==> src/rtl/adaptive_threshold_if.sv <==
// Memory-side bus of adaptive_threshold: ROM/middle-RAM read ports and result-RAM write port.
// The master modport is the thresholding engine; the slave modport is the memory side.
interface adaptive_threshold_if #(
    parameter int WIDTH_BITS  = 8,
    parameter int HEIGHT_BITS = 8
);
    logic [WIDTH_BITS-1:0]  oImageCol;
    logic [HEIGHT_BITS-1:0] oImageRow;
    logic [7:0]             iImageData;
    logic [WIDTH_BITS-1:0]  oMiddleCol;
    logic [HEIGHT_BITS-1:0] oMiddleRow;
    logic [7:0]             iMiddleData;
    logic [WIDTH_BITS-1:0]  oResultCol;
    logic [HEIGHT_BITS-1:0] oResultRow;
    logic [7:0]             oResultData;
    logic                   oResultWren;

    modport master (
        output oImageCol, oImageRow, oMiddleCol, oMiddleRow,
        output oResultCol, oResultRow, oResultData, oResultWren,
        input  iImageData, iMiddleData
    );

    modport slave (
        input  oImageCol, oImageRow, oMiddleCol, oMiddleRow,
        input  oResultCol, oResultRow, oResultData, oResultWren,
        output iImageData, iMiddleData
    );
endinterface

==> src/rtl/adaptive_threshold.sv <==
// Binary thresholding stage: image > local_mean - C, one pixel per clock, 2-cycle latency.
// Optional build macro ADAPTIVE_THRESHOLD_INVERT_EN swaps the output polarity (dark foreground).
module adaptive_threshold #(
    parameter int WIDTH_BITS  = 8,
    parameter int HEIGHT_BITS = 8
) (
    input  logic                  clock,
    input  logic                  reset,
    input  logic [2:0]            global_state,
    input  logic [4:0]            C,
    adaptive_threshold_if.master  bus,
    output logic                  finished
);

    localparam logic [1:0] S_IDLE  = 2'd0;
    localparam logic [1:0] S_RUN   = 2'd1;
    localparam logic [1:0] S_DRAIN = 2'd2;
    localparam logic [1:0] S_DONE  = 2'd3;

    localparam logic [2:0] PHASE_THRESHOLD = 3'd2;

    localparam logic [WIDTH_BITS-1:0]  COL_LAST = {WIDTH_BITS{1'b1}};
    localparam logic [HEIGHT_BITS-1:0] ROW_LAST = {HEIGHT_BITS{1'b1}};
    localparam logic [WIDTH_BITS-1:0]  COL_ZERO = {WIDTH_BITS{1'b0}};
    localparam logic [HEIGHT_BITS-1:0] ROW_ZERO = {HEIGHT_BITS{1'b0}};
    localparam logic [WIDTH_BITS-1:0]  COL_ONE  = {{(WIDTH_BITS-1){1'b0}}, 1'b1};
    localparam logic [HEIGHT_BITS-1:0] ROW_ONE  = {{(HEIGHT_BITS-1){1'b0}}, 1'b1};

    // 9-bit compare keeps image + C from wrapping and avoids computing mean - C.
    function automatic logic is_white(input logic [7:0] image, input logic [7:0] mean,
                                      input logic [4:0] offset);
        logic [8:0] lhs;
        lhs      = {1'b0, image} + {4'b0000, offset};
        is_white = (lhs > {1'b0, mean});
    endfunction

    function automatic logic [7:0] pixel_value(input logic white);
`ifdef ADAPTIVE_THRESHOLD_INVERT_EN
        pixel_value = white ? 8'd0 : 8'd255;
`else
        pixel_value = white ? 8'd255 : 8'd0;
`endif
    endfunction

    logic [1:0]             state_q,  state_d;
    logic [WIDTH_BITS-1:0]  col_q,    col_d;
    logic [HEIGHT_BITS-1:0] row_q,    row_d;
    logic                   drain_q,  drain_d;
    logic                   v1_q,     v1_d;
    logic [WIDTH_BITS-1:0]  col1_q,   col1_d;
    logic [HEIGHT_BITS-1:0] row1_q,   row1_d;
    logic                   wren_q,   wren_d;
    logic [WIDTH_BITS-1:0]  rcol_q,   rcol_d;
    logic [HEIGHT_BITS-1:0] rrow_q,   rrow_d;
    logic [7:0]             rdata_q,  rdata_d;
    logic                   fin_q,    fin_d;

    // Scan FSM and address counters; counters stay at (0,0) outside RUN.
    always_comb begin
        state_d = state_q;
        col_d   = col_q;
        row_d   = row_q;
        drain_d = drain_q;
        case (state_q)
            S_IDLE: begin
                col_d   = COL_ZERO;
                row_d   = ROW_ZERO;
                drain_d = 1'b0;
                if (global_state == PHASE_THRESHOLD) begin
                    state_d = S_RUN;
                end else begin
                    state_d = S_IDLE;
                end
            end
            S_RUN: begin
                if (col_q == COL_LAST) begin
                    col_d = COL_ZERO;
                    if (row_q == ROW_LAST) begin
                        row_d   = ROW_ZERO;
                        drain_d = 1'b0;
                        state_d = S_DRAIN;
                    end else begin
                        row_d = row_q + ROW_ONE;
                    end
                end else begin
                    col_d = col_q + COL_ONE;
                end
            end
            S_DRAIN: begin
                if (drain_q) begin
                    drain_d = 1'b0;
                    state_d = S_DONE;
                end else begin
                    drain_d = 1'b1;
                end
            end
            S_DONE: begin
                if (global_state != PHASE_THRESHOLD) begin
                    state_d = S_IDLE;
                end else begin
                    state_d = S_DONE;
                end
            end
            default: begin
                state_d = S_IDLE;
                col_d   = COL_ZERO;
                row_d   = ROW_ZERO;
                drain_d = 1'b0;
            end
        endcase
    end

    // Pipeline next-state: stage 1 tags the address in flight, stage 2 forms the write.
    always_comb begin
        v1_d   = (state_q == S_RUN);
        col1_d = col_q;
        row1_d = row_q;
        wren_d = v1_q;
        if (v1_q) begin
            rcol_d  = col1_q;
            rrow_d  = row1_q;
            rdata_d = pixel_value(is_white(bus.iImageData, bus.iMiddleData, C));
        end else begin
            rcol_d  = COL_ZERO;
            rrow_d  = ROW_ZERO;
            rdata_d = 8'd0;
        end
        fin_d = (state_d == S_DONE);
    end

    // Scan state registers.
    always_ff @(posedge clock or posedge reset) begin
        if (reset) begin
            state_q <= S_IDLE;
            col_q   <= COL_ZERO;
            row_q   <= ROW_ZERO;
            drain_q <= 1'b0;
        end else begin
            state_q <= state_d;
            col_q   <= col_d;
            row_q   <= row_d;
            drain_q <= drain_d;
        end
    end

    // Pipeline and output registers.
    always_ff @(posedge clock or posedge reset) begin
        if (reset) begin
            v1_q    <= 1'b0;
            col1_q  <= COL_ZERO;
            row1_q  <= ROW_ZERO;
            wren_q  <= 1'b0;
            rcol_q  <= COL_ZERO;
            rrow_q  <= ROW_ZERO;
            rdata_q <= 8'd0;
            fin_q   <= 1'b0;
        end else begin
            v1_q    <= v1_d;
            col1_q  <= col1_d;
            row1_q  <= row1_d;
            wren_q  <= wren_d;
            rcol_q  <= rcol_d;
            rrow_q  <= rrow_d;
            rdata_q <= rdata_d;
            fin_q   <= fin_d;
        end
    end

    assign bus.oImageCol   = col_q;
    assign bus.oImageRow   = row_q;
    assign bus.oMiddleCol  = col_q;
    assign bus.oMiddleRow  = row_q;
    assign bus.oResultCol  = rcol_q;
    assign bus.oResultRow  = rrow_q;
    assign bus.oResultData = rdata_q;
    assign bus.oResultWren = wren_q;
    assign finished        = fin_q;

endmodule

==> src/flat_wrapper.sv <==
// flat-port wrapper written by rule: the top's interface ports become plain ports
module adaptive_threshold_flat 
#(
    parameter int WIDTH_BITS  = 8,
    parameter int HEIGHT_BITS = 8
)
  (clock, reset, global_state, C, finished, bus_oImageCol, bus_oImageRow, bus_oMiddleCol, bus_oMiddleRow, bus_oResultCol, bus_oResultRow, bus_oResultData, bus_oResultWren, bus_iImageData, bus_iMiddleData);
  adaptive_threshold_if #(.WIDTH_BITS(WIDTH_BITS), .HEIGHT_BITS(HEIGHT_BITS)) bus_i ();
  input  logic clock;
  input  logic reset;
  input  logic [2:0] global_state;
  input  logic [4:0] C;
  output logic finished;
  output wire logic [$bits(bus_i.oImageCol)-1:0] bus_oImageCol;
  output wire logic [$bits(bus_i.oImageRow)-1:0] bus_oImageRow;
  output wire logic [$bits(bus_i.oMiddleCol)-1:0] bus_oMiddleCol;
  output wire logic [$bits(bus_i.oMiddleRow)-1:0] bus_oMiddleRow;
  output wire logic [$bits(bus_i.oResultCol)-1:0] bus_oResultCol;
  output wire logic [$bits(bus_i.oResultRow)-1:0] bus_oResultRow;
  output wire logic [$bits(bus_i.oResultData)-1:0] bus_oResultData;
  output wire logic [$bits(bus_i.oResultWren)-1:0] bus_oResultWren;
  input wire logic [$bits(bus_i.iImageData)-1:0] bus_iImageData;
  input wire logic [$bits(bus_i.iMiddleData)-1:0] bus_iMiddleData;
  assign bus_oImageCol = bus_i.oImageCol;
  assign bus_oImageRow = bus_i.oImageRow;
  assign bus_oMiddleCol = bus_i.oMiddleCol;
  assign bus_oMiddleRow = bus_i.oMiddleRow;
  assign bus_oResultCol = bus_i.oResultCol;
  assign bus_oResultRow = bus_i.oResultRow;
  assign bus_oResultData = bus_i.oResultData;
  assign bus_oResultWren = bus_i.oResultWren;
  assign bus_i.iImageData = bus_iImageData;
  assign bus_i.iMiddleData = bus_iMiddleData;
  adaptive_threshold #(.WIDTH_BITS(WIDTH_BITS), .HEIGHT_BITS(HEIGHT_BITS)) u_core (.clock(clock), .reset(reset), .global_state(global_state), .C(C), .bus(bus_i), .finished(finished));
endmodule
==> config.mk <==
export PLATFORM = sky130hd
export DESIGN_NAME = adaptive_threshold_flat
export DESIGN_NICKNAME = d
export VERILOG_FILES = /design/src/rtl/adaptive_threshold_if.sv /design/src/rtl/adaptive_threshold.sv /design/src/flat_wrapper.sv
export SDC_FILE = /design/constraint.sdc
export NUM_CORES = 1
export LEC_CHECK = 0
export CORE_MARGIN = 2
export CORE_UTILIZATION = 45
export DETAILED_ROUTE_END_ITERATION = 7
export PLACE_DENSITY = 0.8
export SYNTH_ARGS = -nofsm -noshare
export SYNTH_HDL_FRONTEND = slang
export SYNTH_SLANG_ARGS = --single-unit
==> constraint.sdc <==
create_clock -name clock -period 2.3 [get_ports clock]
set_clock_uncertainty 0.05 [all_clocks]
set_input_delay 0.46 -clock clock [delete_from_list [all_inputs] [get_ports clock]]
set_output_delay 0.46 -clock clock [all_outputs]
set_load 0.02 [all_outputs]
==> impl_metrics.csv, run 1 <==
group,metric,value,unit
outcome,outcome,"finished with violations",
outcome,violations,"negative setup slack",
synthesis,post_synth_main_area_contributors,"sky130_fd_sc_hd__dfrtp_1 51%, sky130_fd_sc_hd__ha_1 6.9%, sky130_fd_sc_hd__buf_4 6.6%",
timing,period_share,110,%
pwr,fin_total_pwr,1.96,mW
die,io_pins,84,
synthesis,syn-mean-instance-area,10.6,um2
timing,setup_viol,1,
job,maxCapViolCount,0,
timing,slew_headroom,64.5,%
global_routing,number_of_antenna_violations_at_the_first_check_in_global_routing,0,
global_routing,groute.usage.overall,18.9,%
clock_tree,cts_tree,"done",
synthesis,main_synth_ff_type,"sky130_fd_sc_hd__dfrtp_1",
final_layout,register_area,1380,um2
timing,maxClockFrequency,396,MHz
synthesis,synthesized_nets,298,
placed_design,place.detailed.instances,404,
clock_tree,h-tree-depth,2,
setup_path,worst_setup_path_end_kind,"register",
timing,slew_at_the_pin_with_the_worst_max_slew_slack,532,ps
synthesis,synth_sequential_area_ratio,50.7,%
final_layout,design_area,3800,um2
detailed_routing,detail_route.wirelength,6100,um
synthesis,post_synth_instance_area,2720,um2
die,rows,28,
synthesis,ys_top_cells_by_count,"55 x sky130_fd_sc_hd__dfrtp_1, 24 x sky130_fd_sc_hd__buf_4, 20 x sky130_fd_sc_hd__nand2_1",
global_routing,grt_max_degree,26,
timing,finalHoldViolations,0,
setup_path,top_fanout_value_on_the_critical_path,2,
final_layout,layoutNonFillerInstCount,417,
placed_design,io_buffer_count,83,
synthesis,synth_top_area_share,50.7,%
clock_tree,cts_hold_buf,0,
detailed_routing,drt_iter0_drc,89,
timing,slew_violations,0,
setup_path,critPathArrivalTime,2640,ps
placed_design,placement.cell_area,3610,um2
clock_tree,clock_sink_count,55,
synthesis,ys_warns,0,
synthesis,yosysTopAreaCell,"sky130_fd_sc_hd__dfrtp_1",
timing,fin_ws,-225,ps
final_layout,insertedDiodeCount,0,
final_layout,synthToLayoutAreaGrowth,39.9,%
setup_path,worst_path_largest_cell_delay,410,ps
clock_tree,clk_pin_slew_worst_paths,90,ps
synthesis,netlist_instances,256,
setup_path,worst-endpoint-required,2420,ps
synthesis,yosysMostFrequentCell,"sky130_fd_sc_hd__dfrtp_1",
timing,timing.hold.ws,410,ps
timing,fin_crit,2530,ps
clock_tree,worstSkewPairLatency,300,ps
min_path,min_path_type,"register to register",
synthesis,yosys_register_bits,55,
detailed_routing,drcViolationCount,0,
setup_path,slowest_stage,"sky130_fd_sc_hd__fa_2",
detailed_routing,final_antenna_net_count,0,
synthesis,netlist-cell-type-count,50,
final_layout,fillers,463,
placed_design,estimated_wirelength_of_the_detail_placed_design,4480,um
pwr,powerDensity,515,nW/um2
final_layout,multi_input_area,1150,um2
global_routing,grt_first_pass_wirelength,9600,um
detailed_routing,drt-pass1-iter-count,4,
final_layout,drive_above_1_share,17.3,%
clock_tree,cts_buffer_depth,2,
pwr,vdd.ir_drop.worst,287,uV
pwr,p_leak,1.69,nW
die,dieHeight,81.7,um
synthesis,synth_async_sr_flop_share,100,%
setup_path,crit_chain,"buf_8 > ha_4 > inv_2 > fa_2 > nor2b_4 > o31a_1 > o21ai_2 > xnor2_1 > ha_1 > a211oi_2 > o211ai_1 > a31oi_1 > o32ai_2",
detailed_routing,viasPerCell,5.11,
final_layout,design.final.nets,383,
timing,unrepaired_setup_endpoints_after_global_routing,"yes",
setup_path,setup_crit_start_kind,"primary input",
detailed_routing,dr_total_vias,2130,
die,floorplan.die_area,6670,um2
detailed_routing,wl_per_cell,14.6,um
clock_tree,numCtsBuffers,5,
die,core_area,5890,um2
synthesis,synth_edf_count,0,
die,die_w,81.7,um
die,floorplan.initialDensity,46.1,%
setup_path,critPathKind,"primary input to register",
clock_tree,ctsRootBufferMaster,"sky130_fd_sc_hd__clkbuf_8",
global_routing,overflow,0,
global_routing,first_global_vias,2007,
placed_design,gp_routability_congestion,0.921,
[cells in the final DEF (no fill, tap or decap), types with 11 or more instances in the layout]
cell / count
sky130_fd_sc_hd__nor2_1: 13
sky130_fd_sc_hd__clkdlybuf4s50_1: 73
sky130_fd_sc_hd__dfrtp_1: 55
sky130_fd_sc_hd__a21oi_1: 11
sky130_fd_sc_hd__inv_1: 15
sky130_fd_sc_hd__o21ai_0: 11
sky130_fd_sc_hd__and2_1: 17
sky130_fd_sc_hd__buf_4: 22
sky130_fd_sc_hd__ha_1: 11
sky130_fd_sc_hd__nand2_1: 20
[registers in the layout, indices dropped and copies added (netlist names)]
register and cells:
u_core.finished 1, u_core.bus.oResultRow 8, u_core.v1_q 1, u_core.bus.oResultCol 8
u_core.bus.oImageCol 8, u_core.bus.oResultData 1, u_core.row1_q 8, u_core.bus.oResultWren 1
u_core.bus.oImageRow 8, u_core.col1_q 8, u_core.drain_q 1, u_core.state_q 2
[cell families (layout without fill, tap and decap cells)]
kind of cell | Yosys count | after routing | synth area share (%)
adders and majority gates | 16 | 16 | 7.65
xor gates and xnor gates | 5 | 5 | 1.61
muxes | 4 | 4 | 1.52
and+or+nand+nor | 78 | 78 | 16.0
buffers and inverters | 46 | 132 | 9.77
DFF | 55 | 55 | 50.7
AOI/OAI and AO/OA | 52 | 52 | 12.8
[per-stage QoR]
step	TNS, ps	setup slack, ps	utilization [%]
floorplan	-200	-200	-
global placement	-780	-780	61.3
detailed placement	-926	-926	61.3
CTS	-178	-178	64.5
global route	-332	-332	64.5
finish	-225	-225	64.5
[path summary, 6_finish.rpt]
| check | from | end | slack, ps | depth (start not counted) |
|---|---|---|---|---|
| max | bus_iImageData[0] | u_core.bus.oResultData[6] | -230 | 13 |
| min | u_core.col1_q[7] | u_core.bus.oResultCol[7] | 410 | 1 |
| max reg2reg | u_core.bus.oImageRow[0] | u_core.bus.oImageRow[0] | 380 | 5 |
| min reg2reg | u_core.col1_q[7] | u_core.bus.oResultCol[7] | 410 | 1 |
| max in group asynchronous | reset | u_core.bus.oResultCol[3] | 1220 | 3 |
| min in group asynchronous | reset | u_core.bus.oResultRow[1] | 470 | 2 |
[critical path: cells and delay by family]
kind / cells / cell delay (ps)
xor+xnor: 1 / 180
fa+ha+maj: 3 / 820
buf+inv: 2 / 110
compound gates: 6 / 950
simple gates: 1 / 120
[area by class of cell]
cell class                      count  area share (%)
Clock buffer                        6            2.17
Clock inverter                      2           0.461
Tap cell                           75            2.47
Multi-Input combinational cell    155            30.3
Timing Repair Buffer              106            26.6
Inverter                           18            1.78
Sequential cell                    55            36.2
[metal layers]
| metal | vias to the layer above | part of all wire [%] | global-route usage, % |
|---|---|---|---|
| met5 | - | 0 | 0 |
| met4 | 0 | 2.1 | 7.17 |
| met3 | 11 | 5.5 | 3.52 |
| met2 | 76 | 49 | 31.5 |
| met1 | 1010 | 43 | 24.5 |
| li1 | 1033 | - | - |
[repair_timing]
item	in CTS	in global routing
endpoints found under the hold margin	0	0
gates resized for setup	32	4
pin swaps	13	1
setup buffers	5	0
gates cloned	0	0
endpoints found under the setup margin	1	1
[power by group]
| group | total [mW] | leakage (nW) | internal, mW | switching [mW] |
|---|---|---|---|---|
| combinational | 0.413 | 0.934 | 0.218 | 0.195 |
| clock | 0.563 | 0.0522 | 0.252 | 0.311 |
| sequential | 0.980 | 0.704 | 0.971 | 0.00922 |
Note: power is estimated with default switching activity, not from simulation.
==> run 2, diff against run 1 <==
Settings changed: MAX_ROUTING_LAYER set to met4.
==> impl_metrics.csv, run 2 (synthesized netlist as in run 1, its figures left out) <==
group,metric,value,unit
timing,period_share,110,%
timing,slew_at_the_pin_with_the_worst_max_slew_slack,532,ps
timing,finalHoldViolations,0,
setup_path,critPathBufInv,2,
die,core_area,5890,um2
placed_design,estimated_wirelength_of_the_detail_placed_design,4480,um
clock_tree,cts_tree,"done",
job,maxCapViolCount,0,
detailed_routing,drt_iter0_drc,86,
setup_path,r2r_slack,390,ps
setup_path,worst-endpoint-required,2420,ps
placed_design,io_buffer_count,83,
clock_tree,clk_pin_slew_worst_paths,100,ps
outcome,outcome,"finished with violations",
global_routing,number_of_antenna_violations_at_the_first_check_in_global_routing,0,
detailed_routing,drcViolationCount,0,
placed_design,gp_routability_congestion,0.937,
setup_path,top_fanout_value_on_the_critical_path,2,
final_layout,drive_above_1_share,17.3,%
final_layout,insertedDiodeCount,0,
timing,maxClockFrequency,396,MHz
detailed_routing,detail_route.wirelength,6100,um
timing,unrepaired_setup_endpoints_after_global_routing,"yes",
setup_path,crit_chain,"buf_8 > ha_4 > inv_2 > fa_2 > nor2b_4 > o31a_1 > o21ai_2 > xnor2_1 > ha_1 > a211oi_2 > o211ai_1 > a31oi_1 > o32ai_2",
global_routing,overflow,0,
timing,setup_viol,1,
detailed_routing,wl_met3,331,um
final_layout,most-common-layout-cells,"73 x sky130_fd_sc_hd__clkdlybuf4s50_1, 55 x sky130_fd_sc_hd__dfrtp_1, 22 x sky130_fd_sc_hd__buf_4, 20 x sky130_fd_sc_hd__nand2_1, 17 x sky130_fd_sc_hd__and2_1",
clock_tree,cts_hold_buf,0,
outcome,violations,"negative setup slack",
die,die_w,81.7,um
setup_path,critical_path.top_delay_family,"compound AO/OA/AOI/OAI gates",
die,dieHeight,81.7,um
die,io_pins,84,
setup_path,critPathArrivalTime,2640,ps
clock_tree,clock_sink_count,55,
final_layout,layout_commonest_cell,"sky130_fd_sc_hd__clkdlybuf4s50_1",
clock_tree,numCtsBuffers,5,
timing,slew_headroom,64.5,%
detailed_routing,final_antenna_net_count,0,
clock_tree,ctsRootBufferMaster,"sky130_fd_sc_hd__clkbuf_8",
pwr,p_leak,1.69,nW
clock_tree,h-tree-depth,2,
global_routing,first_global_vias,2005,
detailed_routing,dr_total_vias,2129,
detailed_routing,met2_wirelength,3010,um
clock_tree,cts_buffer_depth,2,
die,floorplan.die_area,6670,um2
timing,fin_ws,-225,ps
placed_design,pre_cts_ws,-926,ps
timing,slew_violations,0,
detailed_routing,wl_per_cell,14.6,um
pwr,powerDensity,515,nW/um2
global_routing,groute.usage.overall,19.4,%
detailed_routing,drt-pass1-iter-count,4,
timing,final.setup.tns,-225,ps
min_path,min_path_type,"register to register",
global_routing,grt_first_pass_wirelength,9610,um
setup_path,worst_setup_path_end_kind,"register",
pwr,vdd.ir_drop.worst,287,uV
setup_path,critPathKind,"primary input to register",
final_layout,design.final.nets,383,
detailed_routing,wl_met1,2630,um
die,rows,28,
detailed_routing,route.top_layer_used,"met4",
global_routing,grt_max_degree,26,
final_layout,fillers,463,
detailed_routing,viasPerCell,5.11,
setup_path,setup_crit_start_kind,"primary input",
die,floorplan.initialDensity,46.1,%
clock_tree,worstSkewPairLatency,300,ps
setup_path,worst_path_largest_cell_delay,410,ps
final_layout,synthToLayoutAreaGrowth,39.9,%
timing,fin_crit,2530,ps
setup_path,slowest_stage,"sky130_fd_sc_hd__fa_2",
## run 2: cell counts in the layout (fill, tap and decap cells not counted)
Identical to the previous run, type by type.
## run 2: final timing paths
path,cells past startpoint,end,start
setup / recovery,13,u_core.bus.oResultData[6],bus_iImageData[0]
hold / removal,1,u_core.bus.oResultCol[6],u_core.col1_q[6]
setup reg to reg,5,u_core.bus.oImageRow[0],u_core.bus.oImageRow[0]
hold reg to reg,1,u_core.bus.oResultCol[6],u_core.col1_q[6]
max in group asynchronous,3,u_core.bus.oResultCol[3],reset
min in group asynchronous,2,u_core.bus.oResultRow[1],reset
## run 2: power breakdown
| group | internal, mW | switching (mW) | total (mW) |
|---|---|---|---|
| sequential | 0.971 | 0.00922 | 0.980 |
| combinational | 0.218 | 0.195 | 0.413 |
| clock | 0.252 | 0.310 | 0.562 |
| total | 1.44 | 0.513 | 1.96 |
## run 2: area by class of cell
type	count	area (um2)	area share, %
Sequential cell	55	1380	36.2
Multi-Input combinational cell	155	1150	30.3
Timing Repair Buffer	106	1010	26.6
Tap cell	75	93.8	2.47
Clock buffer	6	82.6	2.17
Inverter	18	67.6	1.78
Clock inverter	2	17.5	0.461
## run 2: per-stage QoR
stage	total power, mW	instances	utilization (%)	hold slack (ps)	instance area (um2)
floorplan	1.23	256	-	384	2740
global placement	1.37	404	61.3	388	3610
detailed placement	1.38	404	61.3	390	3610
CTS	1.97	417	64.5	412	3790
global route	2.05	417	64.5	428	3800
finish	1.96	417	64.5	411	3800
## run 2: repair_timing
| action | CTS | global route |
|---|---|---|
| endpoints found under the setup margin | 1 | 1 |
| gates resized for setup | 32 | 4 |
| buffers inserted | 5 | 0 |
| pin swaps | 13 | 1 |
## run 2: layer usage
metal | track usage [%] | vias up
li1 | - | 1034
met1 | 24.7 | 1012
met2 | 31.4 | 72
met3 | 3.52 | 11
met4 | 7.17 | 0
met5 | - | -
